`src/rtl/ssd_decimal_scanner_if.sv`:
```
// Bundle of data/control signals between a value source and the decimal
// seven-segment scanner; the scanner takes the slave side.
interface ssd_decimal_scanner_if #(
  parameter int WIDTH  = 16,
  parameter int DIGITS = 4
);
  logic [WIDTH-1:0]  value;
  logic              blank_lz;
  logic              freeze;
  logic [DIGITS-1:0] anode;
  logic [6:0]        ssdOut;
  logic              upd;

  modport master (
    output value, blank_lz, freeze,
    input  anode, ssdOut, upd
  );

  modport slave (
    input  value, blank_lz, freeze,
    output anode, ssdOut, upd
  );
endinterface

```
`src/rtl/ssd_decimal_scanner.sv`:
```
// Multiplexed N-digit decimal display driver: sequential shift-and-add-3
// binary-to-BCD conversion, leading-zero blanking, overflow dashes, freeze.
module ssd_decimal_scanner #(
  parameter int WIDTH        = 16,
  parameter int DIGITS       = 4,
  parameter int REFRESH_BITS = 19
) (
  input  logic                  clk,
  input  logic                  rst_n,
  ssd_decimal_scanner_if.slave  bus
);
  localparam int BW = 4 * DIGITS;
  localparam int CW = (WIDTH > 1) ? $clog2(WIDTH) : 1;
  localparam int KW = (DIGITS > 1) ? $clog2(DIGITS) : 1;

  function automatic logic [63:0] pow10(input int n);
    logic [63:0] r;
    r = 64'd1;
    for (int i = 0; i < n; i++) r = r * 64'd10;
    return r;
  endfunction

  localparam logic [63:0] LIMIT = pow10(DIGITS);

  function automatic logic [6:0] seg7(input logic [3:0] d);
    case (d)
      4'd0:    seg7 = 7'b0000001;
      4'd1:    seg7 = 7'b1001111;
      4'd2:    seg7 = 7'b0010010;
      4'd3:    seg7 = 7'b0000110;
      4'd4:    seg7 = 7'b1001100;
      4'd5:    seg7 = 7'b0100100;
      4'd6:    seg7 = 7'b0100000;
      4'd7:    seg7 = 7'b0001111;
      4'd8:    seg7 = 7'b0000000;
      4'd9:    seg7 = 7'b0000100;
      default: seg7 = 7'b1111111;
    endcase
  endfunction

  typedef enum logic [1:0] {S_CAPTURE, S_SHIFT, S_COMMIT} state_t;

  state_t              state_q, state_d;
  logic [WIDTH-1:0]    shreg_q, shreg_d;
  logic [BW-1:0]       bcd_q, bcd_d, bcd_adj;
  logic [CW-1:0]       cnt_q, cnt_d;
  logic                ovf_q, ovf_d;
  logic [BW-1:0]       disp_q, disp_d;
  logic [DIGITS-1:0]   mask_q, mask_d, lz_mask;
  logic                disp_ovf_q, disp_ovf_d;
  logic                valid_q, valid_d;
  logic                upd_q, upd_d;
  logic [REFRESH_BITS-1:0] presc_q;
  logic [KW-1:0]       k_q;
  logic [DIGITS-1:0]   anode_q;
  logic [6:0]          ssd_q, ssd_d;

  genvar gi;
  generate
    for (gi = 0; gi < DIGITS; gi++) begin : g_adj
      assign bcd_adj[gi*4 +: 4] = (bcd_q[gi*4 +: 4] >= 4'd5) ?
                                  bcd_q[gi*4 +: 4] + 4'd3 : bcd_q[gi*4 +: 4];
    end
  endgenerate

  // A digit is blanked only if it and every more-significant digit are zero.
  always_comb begin
    logic all_zero;
    all_zero = 1'b1;
    lz_mask  = '0;
    for (int i = DIGITS - 1; i >= 0; i--) begin
      all_zero = all_zero && (bcd_q[i*4 +: 4] == 4'd0);
      if (i > 0) lz_mask[i] = bus.blank_lz && all_zero;
    end
  end

  always_ff @(posedge clk or negedge rst_n) begin
    if (!rst_n) state_q <= S_CAPTURE;
    else        state_q <= state_d;
  end

  always_comb begin
    state_d    = state_q;
    shreg_d    = shreg_q;
    bcd_d      = bcd_q;
    cnt_d      = cnt_q;
    ovf_d      = ovf_q;
    disp_d     = disp_q;
    mask_d     = mask_q;
    disp_ovf_d = disp_ovf_q;
    valid_d    = valid_q;
    upd_d      = 1'b0;
    case (state_q)
      S_CAPTURE: begin
        shreg_d = bus.value;
        bcd_d   = '0;
        cnt_d   = '0;
        ovf_d   = (64'(bus.value) >= LIMIT);
        state_d = S_SHIFT;
      end
      S_SHIFT: begin
        bcd_d   = {bcd_adj[BW-2:0], shreg_q[WIDTH-1]};
        shreg_d = shreg_q << 1;
        cnt_d   = cnt_q + 1'b1;
        if (cnt_q == CW'(WIDTH - 1)) state_d = S_COMMIT;
      end
      S_COMMIT: begin
        if (!bus.freeze) begin
          disp_d     = bcd_q;
          mask_d     = lz_mask;
          disp_ovf_d = ovf_q;
          valid_d    = 1'b1;
          upd_d      = 1'b1;
        end
        state_d = S_CAPTURE;
      end
      default: state_d = S_CAPTURE;
    endcase
  end

  always_ff @(posedge clk or negedge rst_n) begin
    if (!rst_n) begin
      shreg_q    <= '0;
      bcd_q      <= '0;
      cnt_q      <= '0;
      ovf_q      <= 1'b0;
      disp_q     <= '0;
      mask_q     <= '0;
      disp_ovf_q <= 1'b0;
      valid_q    <= 1'b0;
      upd_q      <= 1'b0;
    end else begin
      shreg_q    <= shreg_d;
      bcd_q      <= bcd_d;
      cnt_q      <= cnt_d;
      ovf_q      <= ovf_d;
      disp_q     <= disp_d;
      mask_q     <= mask_d;
      disp_ovf_q <= disp_ovf_d;
      valid_q    <= valid_d;
      upd_q      <= upd_d;
    end
  end

  always_comb begin
    ssd_d = 7'b1111111;
    if (valid_q) begin
      if (disp_ovf_q)       ssd_d = 7'b1111110;
      else if (!mask_q[k_q]) ssd_d = seg7(disp_q[{k_q, 2'b00} +: 4]);
    end
  end

  // Scan index wraps at DIGITS, so it is compared explicitly rather than overflowing.
  always_ff @(posedge clk or negedge rst_n) begin
    if (!rst_n) begin
      presc_q <= '0;
      k_q     <= '0;
      anode_q <= '1;
      ssd_q   <= 7'b1111111;
    end else begin
      presc_q <= presc_q + 1'b1;
      if (&presc_q) k_q <= (k_q == KW'(DIGITS - 1)) ? '0 : k_q + 1'b1;
      anode_q <= ~(DIGITS'(1) << k_q);
      ssd_q   <= ssd_d;
    end
  end

  assign bus.anode  = anode_q;
  assign bus.ssdOut = ssd_q;
  assign bus.upd    = upd_q;
endmodule
```
`src/flat_wrapper.sv`:
```
// flat-port wrapper written by rule: the top's interface ports become plain ports
module ssd_decimal_scanner_flat 
#(
  parameter int WIDTH        = 16,
  parameter int DIGITS       = 4,
  parameter int REFRESH_BITS = 19
)
  (clk, rst_n, bus_value, bus_blank_lz, bus_freeze, bus_anode, bus_ssdOut, bus_upd);
  ssd_decimal_scanner_if #(.WIDTH(WIDTH), .DIGITS(DIGITS)) bus_i ();
  input  logic clk;
  input  logic rst_n;
  input wire logic [$bits(bus_i.value)-1:0] bus_value;
  input wire logic [$bits(bus_i.blank_lz)-1:0] bus_blank_lz;
  input wire logic [$bits(bus_i.freeze)-1:0] bus_freeze;
  output wire logic [$bits(bus_i.anode)-1:0] bus_anode;
  output wire logic [$bits(bus_i.ssdOut)-1:0] bus_ssdOut;
  output wire logic [$bits(bus_i.upd)-1:0] bus_upd;
  assign bus_i.value = bus_value;
  assign bus_i.blank_lz = bus_blank_lz;
  assign bus_i.freeze = bus_freeze;
  assign bus_anode = bus_i.anode;
  assign bus_ssdOut = bus_i.ssdOut;
  assign bus_upd = bus_i.upd;
  ssd_decimal_scanner #(.WIDTH(WIDTH), .DIGITS(DIGITS), .REFRESH_BITS(REFRESH_BITS)) u_core (.clk(clk), .rst_n(rst_n), .bus(bus_i));
endmodule
```
`config.mk`:
```
export PLATFORM = sky130hd
export DESIGN_NAME = ssd_decimal_scanner_flat
export DESIGN_NICKNAME = d
export VERILOG_FILES = /design/src/rtl/ssd_decimal_scanner_if.sv /design/src/rtl/ssd_decimal_scanner.sv /design/src/flat_wrapper.sv
export SDC_FILE = /design/constraint.sdc
export NUM_CORES = 1
export LEC_CHECK = 0
export ABC_CLOCK_PERIOD_IN_PS = 1700
export CAP_MARGIN = 5
export CORE_MARGIN = 4
export CORE_UTILIZATION = 41
export DETAILED_ROUTE_END_ITERATION = 12
export PLACE_DENSITY = 0.68
export RECOVER_POWER = 50
export SYNTH_ARGS = -nofsm -noshare
export SYNTH_HDL_FRONTEND = slang
export SYNTH_SLANG_ARGS = --single-unit
export TNS_END_PERCENT = 50
```
`constraint.sdc`:
```
create_clock -name clk -period 1.7 [get_ports clk]
set_input_delay 0.425 -clock clk [delete_from_list [all_inputs] [get_ports clk]]
set_output_delay 0.425 -clock clk [all_outputs]
set_load 0.005 [all_outputs]
```
==> results of run 1 <==
## stage by stage
stage | area [um^2] | instances | TNS, ns
finish | 5380 | 621 | 0
floorplan | 4469 | 425 | 0
global route | 5380 | 621 | -0.3005
CTS | 5305 | 616 | 0
detailed placement | 5071 | 597 | -0.8253
global placement | 5071 | 597 | -0.2756
## how the worst max path moves through the flow
stage | end | from | slack, ns
detailed placement | u_core.bus.ssdOut[3] | u_core.k_q[0] | -0.14
floorplan | u_core.bus.ssdOut[3] | u_core.k_q[0] | 0.002
global placement | u_core.bus.ssdOut[1] | u_core.k_q[0] | -0.05
CTS | u_core.bus.ssdOut[3] | u_core.k_q[0] | 0.01
global route | u_core.bus.ssdOut[6] | u_core.k_q[0] | -0.07
finish | u_core.bus.ssdOut[6] | u_core.k_q[0] | 0.02
## routing by layer
metal | up-vias | routed length [um] | part of all wire, % | track usage [%]
li1 | 1536 | - | - | -
met5 | - | 0 | 0 | 0
met2 | 57 | 3981 | 48 | 22.41
met4 | 0 | 133 | 1.6 | 4.808
met1 | 1513 | 3879 | 47 | 18.76
met3 | 16 | 317 | 3.8 | 3.450
## where the power goes
group	internal (mW)	leakage [nW]	total (mW)	switching, mW
clock network	0.832	0.102	1.64	0.806
logic	0.845	1.28	1.65	0.805
registers	2.59	1.17	2.89	0.294
## logic make-up after synthesis
group / count (synthesis) / share of synthesized area [%]
compound gates: 72 / 10.02
xor+xnor: 23 / 4.675
fa+ha+maj: 23 / 6.439
buf+inv: 40 / 3.779
flops: 93 / 52.38
mux: 30 / 7.979
simple gates: 144 / 14.73
## layout by cell type (no fill, tap or decap), types with 3 or more instances in the layout
cell             instances
a21oi_1                  5
a21oi_2                  3
a22o_1                  12
buf_4                   25
clkbuf_8                 9
clkdlybuf4s50_1         19
clkinvlp_4               3
dfrtp_1                 81
dfstp_2                 11
dlygate4sd2_1           11
ha_1                    20
inv_1                   19
inv_2                    3
mux2_2                   5
mux2i_1                 21
mux4_2                   4
nand2_1                 87
nand2b_1                 6
nand3_1                  8
nand4_1                  7
nor2_1                  20
nor3_1                   3
o21ai_0                 40
o21ai_1                  3
o31ai_1                  3
xnor2_1                 17
xor2_1                   5
## worst register-to-register path, delay by kind of cell, from the launching register on
family / cells / cell delay [ns]
DFF: 1 / 0.43
AOI/OAI and AO/OA: 1 / 0.14
buffers and inverters: 2 / 0.32
muxes: 2 / 0.72
## final cells by class
class | count | area share [%]
clock buffers | 9 | 2.302
inverters | 22 | 1.535
flip-flops and latches | 93 | 43.53
repair buffers | 62 | 10.33
clock inverters | 7 | 1.860
multi-input cells | 292 | 37.28
well taps | 136 | 3.163
## registers in the layout, summed over array words and instances, names as in the netlist, 2 cells and up
| name | cells |
|---|---|
| u_core.presc_q | 19 |
| u_core.mask_q | 3 |
| u_core.k_q | 2 |
| u_core.shreg_q | 16 |
| u_core.bus.anode | 4 |
| u_core.state_q | 2 |
| u_core.disp_q | 16 |
| u_core.cnt_q | 4 |
| u_core.bcd_q | 16 |
| u_core.bus.ssdOut | 7 |
## timing repair
action,CTS,global route
pin swaps,0,4
gates cloned,0,0
endpoints found under the setup margin,18,11
setup buffers,3,5
gates resized for setup,13,12
==> metrics.yaml, run 1 <==
clock_tree:
  clkSinkCount: 93
  cts_buffer_depth: 2
  cts_tree: "done"
  cts-root-buf: "clkbuf_8"
  cts_hold_buf: 0
  htreeDepth: 3
  cts_buffers: 9
  cts.clk_slew.worst_paths_ns: 0.09
  insertion_delay_ns: 0.37
setup_path:
  path_depth: 5
  crit_required_ns: 1.99
  cp-end-kind: "flip-flop"
  worst_path_max_delay_cell: "mux4_2"
  critPathTopFamily: "multiplexers"
  reg2reg_to: "u_core.bus.ssdOut[6]"
  r2r-start: "u_core.k_q[0]"
  path_buf_inv: 2
  cp_common_cell: "buf_4"
  crit_path_max_incr_delay_ns: 0.62
  start_kind: "flip-flop"
  arrival_ns: 1.96
  regToRegSetupSlack_ns: 0.02
  path_cells: "buf_4 > mux4_2 > buf_4 > mux2i_1 > o21ai_0"
  critPathKind: "reg -> reg"
  crit_fanout: 7
  reg2reg_depth: 5
detailed_routing:
  initialDrtViolationCount: 254
  dr.pass1.iters: 4
  viasPerCell: 5.027
  drt-wirelength-per-cell_um: 13.38
  vias: 3122
  drc: 0
  drt_wl_total_um: 8312
  antenna_left: 0
global_route:
  grt_usage_pct: 14.03
  grt_pass1_vias: 3142
  grt_pass1_wl_um: 14630
  grt-ovfl-total: 0
  antenna_found_initial: 0
  grt_max_degree: 94
floorplan:
  die_area_um2: 12630
  initial_core_util_pct: 42.72
  ios: 32
  dieHeight_um: 112.4
  rows: 37
  die_w_um: 112.4
  core-area_um2: 10460
layout:
  final_core_util_pct: 51.42
  n_fill_cell: 960
  finalNetCount: 523
  diodes: 0
  drive_above_1_share_pct: 17.32
  area.growth.synth_to_final_pct: 20.38
  seq_area_um2: 2342
  multi_input_area_um2: 2006
yosys:
  synth_common_cells: "87 x nand2_1, 82 x dfrtp_1, 41 x o21ai_0"
  synth_cell_types: 42
  synthFlopType: "dfrtp_1"
  synth_edf_count: 0
  synth_fp_nets: 468
  synth_seq_cells: 93
  synth_cells: 425
  yosys.area.top_type: "dfrtp_1"
  async_reset_ff_share_pct: 100.0
  yosys_warnings: 0
  ys_top_cells_by_area: "dfrtp_1 46%, nand2_1 7.3%, dfstp_2 6.5%"
  synth.top_cell.area_share_pct: 45.91
  ys_seq_area_share_pct: 52.38
  synth.most_common_cell: "nand2_1"
  avgSynthCellArea_um2: 10.52
  synth_area_um2: 4469
timing:
  drv_slew: 0
  min_period_ns: 1.676
  whs_ns: 0.4288
  rsz0062_at_grt: "yes"
  setup_violations: 0
  max_freq_mhz: 596.5
  hold_viol: 0
  fin_ws_ns: 0.02368
  worst_slew_pin_slew_ns: 1.243
  worst_clock_skew_ns: 0.009838
  timing.final.crit_share_pct: 98.61
  slew_headroom_pct: 17.16
worst_hold_path:
  min_from: "u_core.valid_q"
  holdPathStages: 1
  min_path_type: "reg -> reg"
  min_to: "u_core.bus.ssdOut[0]"
outcome:
  outcome: "completed"
pwr:
  power_mw: 6.175
  pwr_density_cell_nw_per_um2: 1148
  vdd_drop_max_mv: 0.9181
  p_leak_nw: 2.553
place:
  globalplace.congestion: 0.8163
  portBuffers: 31
  hpwl_um: 5640
  pre_cts_ws_ns: -0.1403
job:
  cap_violations: 0
No activity file was read; power rests on OpenSTA's default activity.
==> run 2, diff against run 1 <==
--- a/config.mk
+++ b/config.mk
@@ -12,6 +12,7 @@
 export DETAILED_ROUTE_END_ITERATION = 12
 export PLACE_DENSITY = 0.68
 export RECOVER_POWER = 50
+export SLEW_MARGIN = 20
 export SYNTH_ARGS = -nofsm -noshare
 export SYNTH_HDL_FRONTEND = slang
 export SYNTH_SLANG_ARGS = --single-unit
==> results of run 2 <==
Final layout, timing and power as in run 1 (identical DEF).
==> run 3, diff against run 2 <==
--- a/config.mk
+++ b/config.mk
@@ -12,7 +12,6 @@
 export DETAILED_ROUTE_END_ITERATION = 12
 export PLACE_DENSITY = 0.68
 export RECOVER_POWER = 50
-export SLEW_MARGIN = 20
 export SYNTH_ARGS = -nofsm -noshare
 export SYNTH_HDL_FRONTEND = slang
 export SYNTH_SLANG_ARGS = --single-unit
==> results of run 3 <==
Final layout, timing and power as in run 1 (identical DEF).
